$ cat src/rtl/day3_debounce.sv
// day3_debounce: synchronizer, consecutive-sample debouncer FSM,
// registered level, rise/fall pulses and a wrapping rise counter.
module day3_debounce #(
  parameter int SYNC_STAGES     = 2,
  parameter int DEBOUNCE_CYCLES = 4,
  parameter int CNT_W           = 8
) (
  input  logic             clk,
  input  logic             reset,
  input  logic             raw_i,
  output logic             level_o,
  output logic             rise_o,
  output logic             fall_o,
  output logic [CNT_W-1:0] rise_cnt_o
);

  typedef enum logic [1:0] {
    LO,
    CHK_HI,
    HI,
    CHK_LO
  } state_t;

  localparam int CW =
    (DEBOUNCE_CYCLES < 2) ? 1 : $clog2(DEBOUNCE_CYCLES + 1);
  localparam logic [CW-1:0] LAST = CW'(DEBOUNCE_CYCLES - 1);
  localparam bit SINGLE = (DEBOUNCE_CYCLES == 1);

  logic [SYNC_STAGES-1:0] sh_q, sh_d;
  logic                   sync_q;
  state_t                 state_q, state_d;
  logic [CW-1:0]          cnt_q, cnt_d;
  logic                   level_q, level_d;
  logic                   rise_q, rise_d;
  logic                   fall_q, fall_d;
  logic [CNT_W-1:0]       rcnt_q, rcnt_d;

  assign sync_q = sh_q[SYNC_STAGES-1];
  assign sh_d   = {sh_q[SYNC_STAGES-2:0], raw_i};

  // Next state: qualify a level change only after enough equal samples
  always_comb begin
    state_d = state_q;
    cnt_d   = cnt_q;
    level_d = level_q;
    rise_d  = 1'b0;
    fall_d  = 1'b0;
    rcnt_d  = rcnt_q;
    unique case (state_q)
      LO: begin
        if (sync_q && SINGLE) begin
          state_d = HI;
          level_d = 1'b1;
          rise_d  = 1'b1;
          cnt_d   = '0;
        end else if (sync_q) begin
          state_d = CHK_HI;
          cnt_d   = CW'(1);
        end else begin
          cnt_d = '0;
        end
      end
      CHK_HI: begin
        if (!sync_q) begin
          state_d = LO;
          cnt_d   = '0;
        end else if (cnt_q == LAST) begin
          state_d = HI;
          level_d = 1'b1;
          rise_d  = 1'b1;
          cnt_d   = '0;
        end else begin
          cnt_d = cnt_q + 1'b1;
        end
      end
      HI: begin
        if (!sync_q && SINGLE) begin
          state_d = LO;
          level_d = 1'b0;
          fall_d  = 1'b1;
          cnt_d   = '0;
        end else if (!sync_q) begin
          state_d = CHK_LO;
          cnt_d   = CW'(1);
        end else begin
          cnt_d = '0;
        end
      end
      CHK_LO: begin
        if (sync_q) begin
          state_d = HI;
          cnt_d   = '0;
        end else if (cnt_q == LAST) begin
          state_d = LO;
          level_d = 1'b0;
          fall_d  = 1'b1;
          cnt_d   = '0;
        end else begin
          cnt_d = cnt_q + 1'b1;
        end
      end
      default: begin
        state_d = LO;
        cnt_d   = '0;
        level_d = 1'b0;
      end
    endcase
    if (rise_d) rcnt_d = rcnt_q + 1'b1;
  end

  // State, synchronizer and registered outputs
  always_ff @(posedge clk or posedge reset) begin
    if (reset) begin
      sh_q    <= '0;
      state_q <= LO;
      cnt_q   <= '0;
      level_q <= 1'b0;
      rise_q  <= 1'b0;
      fall_q  <= 1'b0;
      rcnt_q  <= '0;
    end else begin
      sh_q    <= sh_d;
      state_q <= state_d;
      cnt_q   <= cnt_d;
      level_q <= level_d;
      rise_q  <= rise_d;
      fall_q  <= fall_d;
      rcnt_q  <= rcnt_d;
    end
  end

  assign level_o    = level_q;
  assign rise_o     = rise_q;
  assign fall_o     = fall_q;
  assign rise_cnt_o = rcnt_q;

endmodule

$ cat config.mk
export PLATFORM = sky130hd
export DESIGN_NAME = day3_debounce
export DESIGN_NICKNAME = d
export VERILOG_FILES = /design/src/rtl/day3_debounce.sv
export SDC_FILE = /design/constraint.sdc
export NUM_CORES = 1
export LEC_CHECK = 0
export ABC_AREA = 0
export BUFFER_PORTS_ARGS = -buffer_cell sky130_fd_sc_hd__buf_2
export CORE_MARGIN = 10
export CORE_UTILIZATION = 55
export CTS_BUF_LIST = sky130_fd_sc_hd__clkbuf_8
export DETAILED_ROUTE_END_ITERATION = 6
export HOLD_SLACK_MARGIN = 0.1
export MAX_ROUTING_LAYER = met4
export PLACE_DENSITY = 0.79
export SLEW_MARGIN = 20
export SYNTH_ARGS = -nofsm -noshare
export SYNTH_HDL_FRONTEND = slang
export SYNTH_SLANG_ARGS = --single-unit
$ cat constraint.sdc
create_clock -name clk -period 1.9 [get_ports clk]
set_input_delay 0.095 -clock clk [delete_from_list [all_inputs] [get_ports clk]]
set_output_delay 0.095 -clock clk [all_outputs]
set_load 0.01 [all_outputs]
== After elaboration in Yosys (flattened, before gate mapping) ==
Cells that the tools add are included.
Word-level totals
  bits in registers: 18
  logic and storage cells: 48
  output and inout port bits: 11
Operators by class
  multiplexer cells: 23
  reductions and logical operators: 4
  add/sub/neg operators: 2
  eq/ne operators: 12
Operators by type and width (count)
  $mux 2: 6
  $ne 2x2->1 const B: 6
  $pmux 3 s4: 1
  $mux 1: 11
  $mux 3: 3
  $add 8x1->8 const B: 1
  $pmux 2 s4: 1
  $ne 3x3->1 const B: 2
  $reduce_and 5->1: 1
  $eq 2x2->1 const B: 2
  $reduce_and 4->1: 1
  $add 3x1->3 const B: 1
  $eq 3x2->1 const B: 1
  $eq 2x1->1 const B: 1
  $logic_not 2->1: 1
  $pmux 1 s2: 1
  $reduce_bool 2->1: 1

== Logic depth before layout (Yosys ltp) ==
  word-level depth: 4
  mapped depth: 4
  depth with buffers taken out: 4

== Least setup slack after synthesis ==
OpenSTA, ideal clock, no wires.
  path kind: register to register
  start point: register cnt_q[0]
  end point: register rcnt_q[1] (netlist: rise_cnt_o[1])
  slack: 505 ps
  stages on the path, launching flop included: 5
  arrival time: 1267 ps
  path buffers: 0
  setup time: 128 ps
  period minus slack after synthesis: 1395 ps
  path through: dfrtp_1 -> ha_1 -> nand3b_4 -> nor3b_4 -> mux2_1
Between the ends
  cells in the longest elaborated chain, start to end: 4
RTL lines
  from (decl): line 32  | logic [CW-1:0] cnt_q, cnt_d;
  from (signal assigned): line 124  | cnt_q <= cnt_d;
  $eq 3x2->1: line 67  | end else if (cnt_q == LAST) begin
  $mux 1: line 67
  $mux 1: line 64  | if (!sync_q) begin
  $mux 1: line 49  | unique case (state_q)
  net rise_d: line 34  | logic rise_q, rise_d;
  to (signal assigned): line 128  | rcnt_q <= rcnt_d;
  to (decl): line 36  | logic [CNT_W-1:0] rcnt_q, rcnt_d;
The timed path passes the listed nets, and every way through them passes these cells.
A chain may end at the register's enable or synchronous reset.

== Worst setup path after layout ==
Ends and elaborated chain as after synthesis.

==> impl_results.md <==
* Layout area overhead at 19.7%
* Vias at 495
* CTS Buffer Depth at 2
* Drt pass-1 iters at 4
* # Post-CTS Setup Buffers at 0
* Grt met1 use at 0.106
* Yosys cell types at 22
* Pin count of the biggest net entering global routing at 19
* WP data arrival at 1640 ps
* Core Region at 1320 um2
* Clk_skew at 0.703 ps
* Fmax at 666 MHz
* Vias in the first global route at 519
* Yosys reg bits at 18
* DRC viols at 0
* Power per Cell Area at 1110 nW/um2
* Row count at 13
* Io pins at 14
* Layout cells sized above 1 at 0.253
* # clock sinks at 18
* Avg Cell Area, Syn at 12.6 um2
* Busiest grt layer: met2
* Initial antenna violation count at 0
* Die X at 57.4 um
* Worst slew margin at 0.567
* RSZ-0062 raised after global routing: no
* Routability Congestion at 0.693
* R2R depth at 4
* Post-synthesis mux area share at 0.0146
* Final setup margin at approximately 400 ps
* Fin. max-slew vios at 0
* Fin nets at 85
* Maximum VDD drop at ~0.64 mV
* TritonCTS clock tree: done
* Clock Tree Root: clkbuf_8
* Die area at 3300 um2
* CTS buffer count at 3
* H-tree level count at 1
* Starting Density at 0.584
* Worst Hold Class: flop to flop
* Setup tns final at 0 ps
* Post_cts resized at 0
* Worst r2r src: cnt_q[0]
* Synth Area in XOR/XNOR at 0.0911
* Reg-to-Reg End: rise_cnt_o[1]
* Compound-Gate Fraction of Synth Area at 0.0358
* Die Y at 57.4 um
* Final Hold Viols at 0
* Final WL at 1.30 mm
* Number of DRC markers in iteration 0 at 15
* CP required at 2040 ps
* First-pass GRT wire length at 2.36 mm
* Met3 usage at 0.0354
* Clk_lat worst skew at 250 ps
* Synth Warn # at 0
* Slew @ Worst Pin at 649 ps
* Crit path launch type: flop
* Period utilization at 0.790
* Diode count at 0
* IO Port Bufs at 13
* Cell Area, Synth at approximately 770 um2
* Mapped Cells at 61
* Leakage at approximately 0.50 nW
* Run status: completed
* Crit Path Class: flop to flop
* Post-synthesis adder-cell area fraction at 0.0325
* Clock transition at path regs at 70 ps
* Post-DP HPWL at approximately 940 um
* Sequential area share after synthesis at 0.585
* Wire length per cell at ~14 um
* Main combinational cell family by area after synthesis: simple AND/OR/NAND/NOR gates
* Residual overflow from global routing at 0
* Hold Crit Depth at 0
* Antenna Nets Post-Route at 0
* Simple-Gate Fraction of Synth Area at 0.221
* Vias per std cell at 5.27
* Met2 Track Usage GR at 0.133
* # setup viols final at 0
* Hold Path End: sh_q[1]
* Overall routing resource usage at 0.0919
* Syn_nets at 66
* Pre-CTS setup slack at 410 ps
* Hold Path Origin: sh_q[0]
* Max-cap violations at 0
* Crit end category: flop
* Critical path peak fanout at 7
* FF-to-FF setup slack at approximately 400 ps
* Min Tclk post-route at 1500 ps
worst max path at each step:
stage,from,endpoint,slack (ps),cells past startpoint
after floorplan,cnt_q[0],rise_cnt_o[1],510,4
after global placement,cnt_q[0],rise_cnt_o[1],460,4
final,cnt_q[0],rise_cnt_o[1],400,4
after CTS,cnt_q[0],rise_cnt_o[1],400,4
after detailed placement,cnt_q[0],rise_cnt_o[1],410,4
after global routing,cnt_q[0],rise_cnt_o[1],300,4
stage by stage:
stage	utilization	hold WS [ps]	cells	instance area (um2)	power (W)
after CTS	0.699	356	94	921	0.00104
after global routing	0.699	367	94	921	0.00109
after global placement	0.642	205	88	846	0.000714
final	0.699	354	94	921	0.00103
after detailed placement	0.642	205	88	846	0.000725
after floorplan	-	33.6	61	769	0.000657
state kept, by name, summed over array words and instances (netlist names), named ones only:
name        cells
cnt_q           3
fall_o          1
level_o         1
rise_cnt_o      8
rise_o          1
sh_q            2
state_q         1
synth_stat cells:
| master | instances | area share |
|---|---|---|
| dfrtp_1 | 18 | 0.59 |
| nand2_1 | 8 | 0.039 |
| xor2_1 | 8 | 0.091 |
| nor3_1 | 4 | 0.026 |
| o21ai_0 | 3 | 0.020 |
| ha_1 | 2 | 0.033 |
| inv_1 | 2 | 0.0098 |
| nor3b_1 | 2 | 0.020 |
| a21boi_1 | 1 | 0.0098 |
| a21oi_1 | 1 | 0.0065 |
| and2_1 | 1 | 0.0081 |
| and3b_1 | 1 | 0.011 |
| and4b_1 | 1 | 0.013 |
| buf_4 | 1 | 0.0098 |
| mux2_1 | 1 | 0.015 |
| nand3b_1 | 1 | 0.0098 |
| nand3b_4 | 1 | 0.026 |
| nand4_1 | 1 | 0.0081 |
| nand4bb_1 | 1 | 0.015 |
| nor2_1 | 1 | 0.0049 |
| nor3b_4 | 1 | 0.024 |
| nor4_2 | 1 | 0.016 |
logic make-up after synthesis:
kind of cell,Yosys count
simple gates,24
flops,18
xor+xnor,8
compound gates,5
buf+inv,3
fa+ha+maj,2
mux,1
area by class of cell:
| type | count | area (um2) |
|---|---|---|
| clock buffers | 4 | 55.1 |
| inverters | 2 | 7.51 |
| well taps | 15 | 18.8 |
| fillers | 91 | 397 |
| flip-flops and latches | 18 | 450 |
| repair buffers | 15 | 85.1 |
| multi-input cells | 40 | 304 |
routing by layer:
layer	vias up	wire length [um]
met2	16	592
met5	-	0
li1	244	-
met3	2	97
met1	233	599
met4	0	9
cell usage in the layout, fill, tap and decap left out:
master	Yosys	final
nor3b_4	1	1
nor3b_1	2	2
and2_1	1	1
nor2_1	1	1
clkbuf_8	0	4
a21boi_1	1	1
dlygate4sd3_1	0	2
a21oi_1	1	1
nand4_1	1	1
nor3_1	4	4
nor4_2	1	1
xor2_1	8	8
o21ai_0	3	3
nand3b_1	1	1
buf_2	0	13
nand3b_4	1	1
and3b_1	1	1
inv_1	2	2
dfrtp_1	18	18
nand4bb_1	1	1
mux2_1	1	1
ha_1	2	2
nand2_1	8	8
and4b_1	1	1
critical path, stage by stage (launching register included):
cell      delay [ps]
dfrtp_1          360
ha_1             280
nand3b_4         150
nor3b_4          260
mux2_1           340
power breakdown:
| part | switching [W] | internal, W |
|---|---|---|
| clock | 0.000123 | 0.000184 |
| sequential | 0.0000773 | 0.000448 |
| combinational | 0.000102 | 0.0000938 |
| total | 0.000301 | 0.000725 |
what timing repair did:
action | CTS | global route
hold buffers | 2 | 0
setup endpoints to repair | 0 | 0
endpoints found under the hold margin | 19 | 0
Note: power is estimated with default switching activity, not from simulation.
